**config.mk**
```make
export PLATFORM = sky130hd
export DESIGN_NAME = fetch_unit
export DESIGN_NICKNAME = d
export VERILOG_FILES = /design/src/rtl/cpu_pkg.sv /design/src/rtl/fetch_fifo.sv /design/src/rtl/fetch_unit.sv
export SDC_FILE = /design/constraint.sdc
export NUM_CORES = 1
export LEC_CHECK = 0
export BUFFER_PORTS_ARGS = -buffer_cell sky130_fd_sc_hd__buf_2
export CAP_MARGIN = 20
export CORE_ASPECT_RATIO = 0.5
export CORE_MARGIN = 4
export CORE_UTILIZATION = 50
export DETAILED_ROUTE_END_ITERATION = 8
export HOLD_SLACK_MARGIN = 0.15
export PLACE_DENSITY = 0.73
export SLEW_MARGIN = 20
export SYNTH_ARGS = -nofsm -noshare
export SYNTH_HDL_FRONTEND = slang
export SYNTH_SLANG_ARGS = --single-unit
```
**constraint.sdc**
```tcl
create_clock -name clock -period 7.72 [get_ports clock]
set_input_delay 0.386 -clock clock [delete_from_list [all_inputs] [get_ports clock]]
set_output_delay 0.386 -clock clock [all_outputs]
set_load 0.02 [all_outputs]
```
**src/rtl/cpu_pkg.sv**
```systemverilog
// Shared CPU front-end definitions: fetch FSM states and PC constants.
package cpu_pkg;

   typedef enum logic [1:0] {
      StBoot,
      StRun,
      StHalted
   } fetch_state_e;

   localparam logic [31:0] PC_RESET_DEFAULT = 32'h0040_0000;
   localparam int unsigned PC_INC           = 4;

endpackage

```
**src/rtl/fetch_fifo.sv**
```systemverilog
// Small circular fetch buffer with synchronous flush and occupancy count.
module fetch_fifo #(
   parameter int unsigned WIDTH = 64,
   parameter int unsigned DEPTH = 2,
   localparam int unsigned PTR_W = $clog2(DEPTH),
   localparam int unsigned CNT_W = $clog2(DEPTH + 1)
) (
   input  logic             clock,
   input  logic             reset,
   input  logic             push,
   input  logic [WIDTH-1:0] push_data,
   input  logic             pop,
   input  logic             flush,
   output logic [WIDTH-1:0] head_data,
   output logic             empty,
   output logic [CNT_W-1:0] count
);

   logic [WIDTH-1:0] mem [DEPTH];
   logic [PTR_W-1:0] rd_ptr_q, wr_ptr_q;
   logic [CNT_W-1:0] count_q;
   logic             full, do_push, do_pop;

   assign empty     = (count_q == '0);
   assign full      = (count_q == CNT_W'(DEPTH));
   assign do_push   = push && !full && !flush;
   assign do_pop    = pop && !empty && !flush;
   assign head_data = mem[rd_ptr_q];
   assign count     = count_q;

   // Storage needs no reset: the head is only meaningful while count is nonzero.
   always_ff @(posedge clock) begin
      if (do_push) mem[wr_ptr_q] <= push_data;
   end

   // Pointers and occupancy; DEPTH is a power of two so pointers wrap naturally.
   always_ff @(posedge clock or negedge reset) begin
      if (!reset) begin
         rd_ptr_q <= '0;
         wr_ptr_q <= '0;
         count_q  <= '0;
      end else if (flush) begin
         rd_ptr_q <= '0;
         wr_ptr_q <= '0;
         count_q  <= '0;
      end else begin
         if (do_push) wr_ptr_q <= wr_ptr_q + PTR_W'(1);
         if (do_pop)  rd_ptr_q <= rd_ptr_q + PTR_W'(1);
         if (do_push && !do_pop)      count_q <= count_q + CNT_W'(1);
         else if (do_pop && !do_push) count_q <= count_q - CNT_W'(1);
      end
   end

endmodule

```
**src/rtl/fetch_unit.sv**
```systemverilog
// Instruction fetch: PC sequencing, synchronous-ROM request/response, fetch buffer.
module fetch_unit
   import cpu_pkg::*;
#(
   parameter int unsigned       ADDR_W    = 32,
   parameter int unsigned       INST_W    = 32,
   parameter logic [ADDR_W-1:0] PC_RESET  = ADDR_W'(PC_RESET_DEFAULT),
   parameter int unsigned       BUF_DEPTH = 2
) (
   input  logic              clock,
   input  logic              reset,
   output logic [ADDR_W-1:0] imem_addr_out,
   output logic              imem_req_out,
   input  logic [INST_W-1:0] imem_data_in,
   input  logic              redirect_in,
   input  logic [ADDR_W-1:0] redirect_pc_in,
   input  logic              halt_in,
   output logic              inst_valid_out,
   input  logic              inst_ready_in,
   output logic [INST_W-1:0] inst_out,
   output logic [ADDR_W-1:0] inst_pc_out,
   output logic [ADDR_W-1:0] inst_next_pc_out,
   output logic              misalign_out
);

   localparam int unsigned ENTRY_W = ADDR_W + INST_W;
   localparam int unsigned CNT_W   = $clog2(BUF_DEPTH + 1);

   fetch_state_e      state_q, state_d;
   logic [ADDR_W-1:0] pc_q, pc_d;
   logic              inflight_q;
   logic [ADDR_W-1:0] inflight_pc_q;
   logic              misalign_q;

   logic               req, pop, push, has_space, fifo_empty;
   logic [CNT_W-1:0]   fifo_count;
   logic [ENTRY_W-1:0] fifo_head;
   logic [ADDR_W-1:0]  head_pc, target_pc;
   logic [INST_W-1:0]  head_inst;

   assign target_pc      = {redirect_pc_in[ADDR_W-1:2], 2'b00};
   assign inst_valid_out = !fifo_empty && !redirect_in;
   assign pop            = inst_valid_out && inst_ready_in;
   // A redirect in the response cycle kills the returning instruction.
   assign push           = inflight_q && !redirect_in;
   // Reserve a slot for every response still in flight so the buffer cannot overflow.
   assign has_space      = (int'(fifo_count) + int'(inflight_q) - int'(pop)) < int'(BUF_DEPTH);
   assign {head_pc, head_inst} = fifo_head;

   assign imem_addr_out = pc_q;
   assign imem_req_out  = req;
   assign misalign_out  = misalign_q;

   // Head outputs are forced to zero while the buffer is empty.
   always_comb begin
      inst_out         = '0;
      inst_pc_out      = '0;
      inst_next_pc_out = '0;
      if (!fifo_empty) begin
         inst_out         = head_inst;
         inst_pc_out      = head_pc;
         inst_next_pc_out = head_pc + ADDR_W'(PC_INC);
      end
   end

   // Next state, next PC and request: redirect beats halt beats normal fetch.
   always_comb begin
      state_d = state_q;
      pc_d    = pc_q;
      req     = 1'b0;
      if (redirect_in) begin
         pc_d    = target_pc;
         state_d = halt_in ? StHalted : StRun;
      end else begin
         unique case (state_q)
            StBoot: state_d = StRun;
            StRun: begin
               if (halt_in) begin
                  state_d = StHalted;
               end else if (has_space) begin
                  req  = 1'b1;
                  pc_d = pc_q + ADDR_W'(PC_INC);
               end
            end
            StHalted: state_d = StHalted;
            default:  state_d = StBoot;
         endcase
      end
   end

   // State, PC, in-flight tracking and the sticky misalignment flag.
   always_ff @(posedge clock or negedge reset) begin
      if (!reset) begin
         state_q       <= StBoot;
         pc_q          <= PC_RESET;
         inflight_q    <= 1'b0;
         inflight_pc_q <= '0;
         misalign_q    <= 1'b0;
      end else begin
         state_q    <= state_d;
         pc_q       <= pc_d;
         inflight_q <= req;
         if (req) inflight_pc_q <= pc_q;
         if (redirect_in && (redirect_pc_in[1:0] != 2'b00)) misalign_q <= 1'b1;
      end
   end

   fetch_fifo #(
      .WIDTH (ENTRY_W),
      .DEPTH (BUF_DEPTH)
   ) u_fifo (
      .clock     (clock),
      .reset     (reset),
      .push      (push),
      .push_data ({inflight_pc_q, imem_data_in}),
      .pop       (pop),
      .flush     (redirect_in),
      .head_data (fifo_head),
      .empty     (fifo_empty),
      .count     (fifo_count)
   );

endmodule

```
==> results of run 1 <==
## kinds of logic after synthesis
| kind of cell | share of synthesized area |
|---|---|
| buf+inv | 0.0294 |
| other cells | 0.000418 |
| fa+ha+maj | 0.0120 |
| simple gates | 0.143 |
| xor+xnor | 0.0371 |
| flops | 0.605 |
| compound gates | 0.0636 |
| mux | 0.110 |
## layer usage
| metal | share of wire | GRT usage | wire [um] | vias to the layer above |
|---|---|---|---|---|
| li1 | - | - | - | 3115 |
| met1 | 0.46 | 0.286 | 9510 | 3186 |
| met2 | 0.46 | 0.319 | 9650 | 223 |
| met3 | 0.067 | 0.0467 | 1390 | 22 |
| met4 | 0.012 | 0.0469 | 260 | 0 |
| met5 | 0 | 0 | 0 | - |
## critical path, stage by stage (launching register included)
cell     delay, ns
dfrtp_4       0.77
buf_4         0.72
nand4_1       0.28
a22oi_1       0.62
nand4_2       0.35
o31a_1        0.36
nor3_1        0.13
buf_2         0.19
## stage by stage
stage / instance area (um^2) / hold slack (ns) / cells / utilization / setup WS, ns
global placement: 10100 / 0.450 / 1135 / 0.579 / 4.03
detailed placement: 10100 / 0.453 / 1135 / 0.579 / 3.92
floorplan: 8990 / 0.0904 / 742 / - / 1.80
finish: 11000 / 0.143 / 1194 / 0.628 / 3.46
CTS: 11000 / 0.150 / 1193 / 0.628 / 3.44
global route: 11000 / 0.152 / 1194 / 0.628 / 3.15
## final timing paths
check,startpoint,to,slack [ns],depth (start not counted)
max in group asynchronous,reset,u_fifo.rd_ptr_q$_DFFE_PN0P_,6.92,2
min in group clock,imem_data_in[9],u_fifo.mem[0][9]$_DFFE_PP_,0.17,1
worst min-delay path,reset,imem_addr_out[4]$_DFFE_PN0P_,0.14,2
worst max-delay path,u_fifo.rd_ptr_q$_DFFE_PN0P_,inst_next_pc_out[29],3.46,7
worst max register to register,u_fifo.count[1]$_DFFE_PN0P_,imem_addr_out[28]$_DFFE_PN0P_,4.34,12
worst min register to register,inflight_pc_q[17]$_DFFE_PN0P_,u_fifo.mem[1][49]$_DFFE_PP_,0.47,0
## sequential cells by signal, summed over array words and instances (netlist names), 2 cells and up
signal	cells
u_fifo.count	2
inflight_pc_q	30
state_q	2
imem_addr_out	30
u_fifo.mem	124
## cell type report
cell class / instances / area [um^2] / share of cell area
tap: 234 / 293 / 0.0267
inverter: 13 / 48.8 / 0.00444
clock inverter: 14 / 155 / 0.0141
timing repair buffer: 229 / 1300 / 0.119
clock buffer: 18 / 429 / 0.0391
multi-input combinational: 494 / 3320 / 0.303
sequential: 192 / 5430 / 0.494
## power by group through the flow
stage,registers [W],clock network (W),logic [W]
after global routing,0.00137,0.000921,0.000303
after global placement,0.00136,0,0.000256
final,0.00135,0.000859,0.000275
after detailed placement,0.00138,0,0.000265
after floorplan,0.00134,0,0.000171
after CTS,0.00135,0.000875,0.000277
## what timing repair did
item / CTS / global route
endpoints found under the hold margin: 48 / 1
gates resized for setup: 0 / 0
hold buffers: 26 / 1
setup endpoints to repair: 0 / 0
## synthesized netlist by cell type (2+ instances only)
master / number
edfxtp_1: 124
nor2_1: 95
dfrtp_1: 67
mux2i_1: 61
nand2_1: 57
o21ai_0: 38
mux2_2: 33
xnor2_1: 31
clkbuf_1: 18
nand3_1: 16
nand4_1: 15
inv_1: 13
buf_2: 12
nor3_1: 11
o31ai_1: 10
a21oi_1: 9
a31oi_1: 8
a22oi_1: 7
ha_1: 7
nand3b_1: 7
nor2b_1: 7
xor2_1: 7
buf_4: 6
nand4b_1: 6
nor4_1: 6
nor4b_1: 5
or4_1: 5
a211oi_1: 4
and2_1: 4
buf_1: 4
nand2b_1: 4
nor3b_1: 4
and3_1: 3
a41oi_1: 2
buf_6: 2
nand4_2: 2
o21a_1: 2
or2_1: 2
==> results.py, run 1 <==
metrics = {
    "worst_setup_path": {
        "path_max_fanout": 62,
        "worst_setup_path_end_kind": "output port",
        "crit_arrival_ns": 3.87,
        "critPathKind": "flop to output port",
        "start_kind": "flop",
        "critPathRequiredTime_ns": 7.33,
    },
    "outcome": {
        "status": "complete, no violations",
    },
    "sta": {
        "fmaxAchievable_mhz": 235,
        "tns_ns": 0,
        "finalHoldViolCount": 0,
        "period_minus_slack_ns": 4.26,
        "slew_violations": 0,
        "fin_crit_sh": 0.551,
        "skew_ns": 0.00920,
        "setup_viol": 0,
        "relSlewSlack": 0.429,
        "worst-slew-pin-transition_ns": 0.857,
        "rsz0062_at_grt": "no",
    },
    "synth": {
        "syn_avg_cell_area_um2": 12.2,
        "synthFlopType": "edfxtp_1",
        "yosys_warnings": 0,
        "ys_seq_area_frac": 0.605,
        "synth_edf_count": 124,
        "ys_ff_latch": 192,
        "synth_cells": 737,
        "async_flop_share": 0.354,
        "yosys-top-cells-area": "edfxtp_1 42%, dfrtp_1 19%, mux2i_1 6.8%",
        "yosysTopAreaCell": "edfxtp_1",
        "synth_area_um2": 8970,
        "synth_top_area_frac": 0.415,
        "ys_types": 61,
    },
    "final_layout": {
        "final_cell_mix": "193 x buf_2, 124 x edfxtp_1, 93 x nor2_1, 66 x dfrtp_1, 61 x mux2i_1",
        "drive_above_1_share": 0.293,
        "antennaDiodeCount": 0,
        "fin_nets": 1024,
        "syn_to_final_growth_pct": 22.5,
        "final_common_cell": "buf_2",
        "fillers": 1408,
    },
    "power": {
        "pwr-share-clk": 0.345,
        "leakage_nw": 4.27,
        "power.density_nw_per_um2": 227,
        "switchingPower_w": 0.000673,
        "p_int_w": 0.00182,
        "switching_share": 0.271,
        "ir_drop_v": 0.000166,
        "p_comb_frac": 0.110,
        "p_seq_frac": 0.544,
        "power_w": 0.00249,
    },
    "clock_network": {
        "postCtsSetupBuffers": 0,
        "clk_pin_slew_worst_paths_ns": 0.07,
        "insertion_delay_ns": 0.42,
        "cts_buffers": 17,
        "cts.root.buffer_cell": "clkbuf_16",
        "cts_tree": "done",
        "h-tree-depth": 4,
        "cts_num_sinks": 192,
        "cts_buffer_depth": 2,
    },
    "floorplan": {
        "coreArea_um2": 17500,
        "die_h_um": 103,
        "start_util": 0.513,
        "die_area_um2": 20300,
        "boundaryPins": 200,
        "rows": 34,
        "die_w_um": 197,
    },
    "drt": {
        "viasPerCell": 5.48,
        "first_iter_violations": 368,
        "dr.pass1.iters": 5,
        "drt_drc_violations_left": 0,
        "ant_nets": 0,
        "wl_per_cell_um": 17.4,
        "vias": 6546,
        "wirelength_mm": 20.8,
    },
    "global_routing": {
        "antenna_found_initial": 0,
        "grt_max_degree": 82,
        "overflow": 0,
        "grtUsageTotal": 0.201,
        "grt_pass1_vias": 6226,
        "grt_pass1_wl_mm": 32.1,
    },
    "hold_path": {
        "hold_path_class": "input pin to asynchronous set/reset pin",
    },
    "flow_run": {
        "maxCapViolCount": 0,
    },
    "placement": {
        "hpwlAfterDp_mm": 14.6,
        "gp_congestion": 0.885,
        "portBuffers": 193,
    },
}
No activity file was read; power rests on OpenSTA's default activity.
==> inputs of run 2 (changes only) <==
- clock period: 7.72 -> 4.2 ns (I/O delays scaled with it)
==> run 2 against run 1 <==
Clock skew down 0.00097 ns. Non-clock buffer count up 43. Register-to-register slack worse by 3.4 ns. Final cell count up 3.6%. Count of clock-buffer cells in the layout unchanged. Hold slack better by 0.19 ns. Clock power up 90%. Flip-flop and latch count unchanged. Critical path type unchanged. Highest routed layer unchanged.
==> results.py, run 2 (synthesis results as in run 1) <==
metrics = {
    "sta": {
        "tns_ns": 0,
        "period_minus_slack_ns": 3.57,
        "timing.final.ws_setup_ns": 0.632,
        "relSlewSlack": 0.432,
        "slew_violations": 0,
        "rsz0062_at_grt": "no",
        "setup_viol": 0,
        "finalHoldViolCount": 0,
        "worst-slew-pin-transition_ns": 0.852,
        "fmaxAchievable_mhz": 280,
        "fin_crit_sh": 0.849,
        "skew_ns": 0.00823,
    },
    "drt": {
        "vias": 6605,
        "viasPerCell": 5.34,
        "wl_per_cell_um": 17.3,
        "wl_met3_mm": 1.32,
        "wirelength_mm": 21.4,
        "first_iter_violations": 387,
        "ant_nets": 0,
        "top_layer": "met4",
        "wl_met1_mm": 9.97,
        "met2WireLength_mm": 9.85,
        "dr.pass1.iters": 5,
        "drt_drc_violations_left": 0,
    },
    "worst_setup_path": {
        "start_kind": "flop",
        "cpLargestDelayFamily": "buffers and inverters",
        "critPathBufInv": 2,
        "slowest_delay_ns": 0.72,
        "worst_setup_path_end_kind": "output port",
        "critPathRequiredTime_ns": 3.99,
        "critPathSlowestCell": "dfrtp_4",
        "path_max_fanout": 40,
        "critPathKind": "flop to output port",
        "crit_arrival_ns": 3.36,
        "crit_chain": "buf_4 > nand3_1 > a22oi_1 > nand4_1 > a21oi_1 > mux2i_1 > buf_2",
    },
    "floorplan": {
        "coreArea_um2": 17500,
        "rows": 34,
        "die_h_um": 103,
        "boundaryPins": 200,
        "die_area_um2": 20300,
        "start_util": 0.513,
        "die_w_um": 197,
    },
    "clock_network": {
        "cts_num_sinks": 192,
        "cts_tree": "done",
        "cts_buffer_depth": 2,
        "postCtsSetupBuffers": 0,
        "cts_resized": 0,
        "cts.root.buffer_cell": "clkbuf_16",
        "cts_buffers": 17,
        "h-tree-depth": 4,
        "postCtsHoldBufs": 67,
        "insertion_delay_ns": 0.43,
        "clk_pin_slew_worst_paths_ns": 0.08,
    },
    "placement": {
        "dp_slack_ns": 0.907,
        "portBuffers": 193,
        "gp_congestion": 0.881,
        "hpwlAfterDp_mm": 14.9,
    },
    "outcome": {
        "status": "complete, no violations",
    },
    "global_routing": {
        "grt_max_degree": 82,
        "grt_pass1_wl_mm": 33.9,
        "antenna_found_initial": 0,
        "grt_pass1_vias": 6504,
        "grtUsageTotal": 0.213,
        "overflow": 0,
    },
    "final_layout": {
        "fillers": 1347,
        "largest_reg_flops": 124,
        "final_cell_mix": "193 x buf_2, 124 x edfxtp_1, 93 x nor2_1, 67 x dlygate4sd3_1, 66 x dfrtp_1",
        "regMostFlops": "u_fifo.mem",
        "drive_above_1_share": 0.284,
        "ff_latch_area_um2": 5430,
        "antennaDiodeCount": 0,
        "multiInputGateArea_um2": 3340,
        "fin_nets": 1067,
        "syn_to_final_growth_pct": 27.8,
        "final_common_cell": "buf_2",
    },
    "power": {
        "ir_drop_v": 0.000318,
        "power_w": 0.00465,
        "power.density_nw_per_um2": 406,
        "leakage_nw": 4.48,
    },
    "flow_run": {
        "maxCapViolCount": 0,
    },
    "hold_path": {
        "hold_path_class": "input pin to asynchronous set/reset pin",
    },
}
==> run 2: changes by cell type in the layout (fill, tap and decap cells not counted), sizes merged <==
cell	previous run	this run
clkinv	3	6
dlygate4sd3	27	67
inv	24	21
buf	202	205
==> run 2: per-layer routing <==
metal	up-vias	GRT usage
met5	-	0
li1	3195	-
met3	29	0.0434
met2	193	0.336
met4	0	0.0650
met1	3188	0.304
==> run 2: final timing paths <==
check	slack, ns	to	start	cells after the start
max	0.63	inst_next_pc_out[24]	u_fifo.rd_ptr_q$_DFFE_PN0P_	7
min	0.34	inflight_pc_q[7]$_DFFE_PN0P_	reset	2
max reg2reg	0.91	imem_addr_out[30]$_DFFE_PN0P_	u_fifo.count[1]$_DFFE_PN0P_	11
min reg2reg	0.47	u_fifo.mem[0][34]$_DFFE_PP_	inflight_pc_q[2]$_DFFE_PN0P_	0
max in group asynchronous	2.84	u_fifo.rd_ptr_q$_DFFE_PN0P_	reset	3
min in group clock	0.42	imem_addr_out[22]$_DFFE_PN1P_	redirect_in	4
==> run 2: cell type report <==
cell class	instances	area share
Clock buffer	18	0.0383
Inverter	13	0.00426
Clock inverter	14	0.0162
Sequential cell	192	0.474
Multi-Input combinational cell	494	0.291
Timing Repair Buffer	272	0.151
Tap cell	234	0.0256
==> run 2: power by group <==
group	leakage (nW)	internal [W]	total, W	switching, W
clock	0.301	0.000833	0.00163	0.000798
combinational	2.23	0.000272	0.000537	0.000266
sequential	1.95	0.00228	0.00249	0.000202
total	4.48	0.00339	0.00465	0.00127
==> run 2: worst register-to-register path, cell delays in order (launching register included) <==
cell	delay, ns
dfrtp_1	0.48
nor2_4	0.15
nor2_1	0.06
and2_1	0.17
ha_1	0.28
nand2b_1	0.16
fa_1	0.38
xnor2_1	0.19
a32oi_2	0.27
or2_1	0.37
or4_1	0.53
a31oi_1	0.19
==> run 2: through the flow <==
stage               hold WS (ns)  cell area (um^2)  cells  utilization
floorplan                -0.0856              9000    742            -
CTS                        0.331             11500   1237        0.655
global placement           0.265             10200   1138        0.581
global route               0.370             11500   1237        0.655
finish                     0.336             11500   1237        0.655
detailed placement         0.269             10200   1138        0.581
==> inputs of run 3 (changes only) <==
- CORE_UTILIZATION: 50 -> 49
- PLACE_DENSITY: 0.73 -> 0.74
- clock period: 4.2 -> 3 ns (I/O delays scaled with it)
==> run 3 against run 2 <==
Final cell count is 1.9% higher. Clock power is 36% higher. Flip-flop and latch count stayed put. Wire length is 4.3% higher. Setup slack worse by 0.62 ns. Global-route usage is 0.085 points higher. Hold slack worse by 0.16 ns. Via count is 3.2% higher. Critical path depth is 4 higher. Register-to-register slack worse by 0.86 ns. Die area is 1.9% higher. Combinational power is 49% higher.
==> results.py, run 3 (synthesis results as in run 1) <==
metrics = {
    "outcome": {
        "status": "complete, no violations",
    },
    "hold_path": {
        "min_from": "inst_ready_in",
        "hold_path_class": "input pin to flop",
    },
    "power": {
        "power_w": 0.00650,
        "p_comb_frac": 0.123,
        "pwr-share-clk": 0.342,
        "switchingPower_w": 0.00178,
        "switching_share": 0.273,
        "leakage_nw": 4.65,
        "p_seq_frac": 0.536,
        "p_int_w": 0.00473,
        "ir_drop_v": 0.000434,
        "power.density_nw_per_um2": 548,
    },
    "sta": {
        "setup_viol": 0,
        "relSlewSlack": 0.424,
        "hold_slack_ns": 0.172,
        "finalHoldViolCount": 0,
        "worst-slew-pin-transition_ns": 0.863,
        "skew_ns": 0.0132,
        "rsz0062_at_grt": "yes",
        "slew_violations": 0,
        "fin_crit_sh": 0.997,
        "fmaxAchievable_mhz": 334,
        "period_minus_slack_ns": 2.99,
    },
    "floorplan": {
        "die_h_um": 104,
        "die_w_um": 199,
        "coreArea_um2": 17700,
        "die_area_um2": 20700,
        "rows": 34,
        "boundaryPins": 200,
        "start_util": 0.508,
    },
    "final_layout": {
        "drive_above_1_share": 0.324,
        "fillers": 1306,
        "final_common_cell": "buf_2",
        "ff_latch_area_um2": 5430,
        "fin_nets": 1090,
        "multiInputGateArea_um2": 3510,
        "regMostFlops": "u_fifo.mem",
        "final_cell_mix": "192 x buf_2, 124 x edfxtp_1, 92 x nor2_1, 68 x dlygate4sd3_1, 65 x dfrtp_1",
        "utilization": 0.672,
        "largest_reg_flops": 124,
        "antennaDiodeCount": 0,
        "syn_to_final_growth_pct": 32.3,
    },
    "global_routing": {
        "overflow": 0,
        "antenna_found_initial": 0,
        "grt_max_degree": 82,
        "grtUsageTotal": 0.214,
        "grt_pass1_vias": 6784,
        "grt_pass1_wl_mm": 35.5,
    },
    "drt": {
        "first_iter_violations": 439,
        "vias": 6818,
        "wl_per_cell_um": 17.8,
        "drt_drc_violations_left": 0,
        "viasPerCell": 5.41,
        "dr.pass1.iters": 7,
        "ant_nets": 0,
        "wirelength_mm": 22.4,
    },
    "clock_network": {
        "cts_tree": "done",
        "cts_num_sinks": 192,
        "h-tree-depth": 4,
        "cts_buffers": 17,
        "insertion_delay_ns": 0.43,
        "cts_buffer_depth": 2,
        "cts.root.buffer_cell": "clkbuf_16",
        "clk_pin_slew_worst_paths_ns": 0.08,
    },
    "worst_setup_path": {
        "critPathRequiredTime_ns": 2.85,
        "crit_arrival_ns": 2.84,
        "cp_common_cell": "nor2_4",
        "setup.worst_path.start": "u_fifo.count[1]$_DFFE_PN0P_",
        "path_max_fanout": 8,
        "r2r-start": "u_fifo.count[1]$_DFFE_PN0P_",
        "worst_setup_path_end_kind": "output port",
        "start_kind": "flop",
        "cpLargestDelayFamily": "adder cells",
        "critPathSlowestCell": "dfrtp_2",
        "crit_chain": "nor2_4 > nor2_4 > and2_4 > ha_4 > nand2b_4 > fa_2 > xnor2_2 > a32oi_4 > nor2_4 > buf_12 > buf_8",
        "critPathBufInv": 2,
        "critPathKind": "flop to output port",
        "slowest_delay_ns": 0.43,
    },
    "flow_run": {
        "maxCapViolCount": 0,
    },
    "placement": {
        "portBuffers": 193,
        "hpwlAfterDp_mm": 15.4,
        "gp_congestion": 0.878,
    },
}
-- run 3: changes by cell type in the layout (fill, tap and decap cells not counted), moves of 3 or more --
cell,change
nor4_1,-4
nor4b_2,+4
inv_6,-3
nor4_2,+4
buf_4,+16
clkinv_4,+4
nor4b_1,-5
buf_12,+3
-- run 3: timing repair --
item	4_1_cts	5_1_grt
pin swaps	0	10
setup endpoints to repair	3	21
cloned	1	0
hold buffers	68	0
endpoints found under the hold margin	128	0
buffers inserted	2	12
gates resized for setup	1	21
-- run 3: per-stage QoR --
stage	TNS [ns]	cell area, um^2	setup slack, ns	instances
final	0	11900	0.0101	1260
after global routing	-1.15	11900	-0.120	1260
after CTS	-0.0377	11700	-0.0235	1248
after detailed placement	0	10300	0.0201	1145
after global placement	0	10300	0.208	1145
after floorplan	-2.64	9140	-0.190	742
-- run 3: area by class of cell --
type / count / area share
multi-input combinational: 494 / 0.296
tap: 234 / 0.0247
inverter: 13 / 0.00411
clock buffer: 18 / 0.0362
sequential: 192 / 0.458
timing repair buffer: 295 / 0.167
clock inverter: 14 / 0.0146
-- run 3: tightest hold or removal path: stages --
cell and delay, ns:
buf_2 0.12, nand2_1 0.05, o21ai_0 0.07, a21oi_1 0.08
nor2_1 0.10
-- run 3: layer usage --
layer	routed length, um	GRT usage
met5	0	0
met4	366	0.0561
met3	1130	0.0435
met2	10500	0.344
met1	10400	0.300
-- run 3: final timing paths --
kind / to / slack, ns / cells after the start
max: imem_req_out / 0.01 / 11
min: u_fifo.count[1]$_DFFE_PN0P_ / 0.17 / 5
max reg2reg: inflight_pc_q[19]$_DFFE_PN0P_ / 0.05 / 12
min reg2reg: misalign_out$_DFFE_PN0P_ / 0.48 / 1
max in group asynchronous: imem_addr_out[15]$_DFFE_PN0P_ / 1.65 / 4
min in group asynchronous: imem_addr_out[9]$_DFFE_PN0P_ / 0.28 / 2
-- run 3: power by group through the flow --
stage	combinational [W]	clock, W	sequential (W)
after detailed placement	0.000707	0	0.00354
after global placement	0.000677	0	0.00350
after CTS	0.000785	0.00227	0.00348
final	0.000798	0.00222	0.00348
after floorplan	0.000452	0	0.00345
after global routing	0.000869	0.00238	0.00352
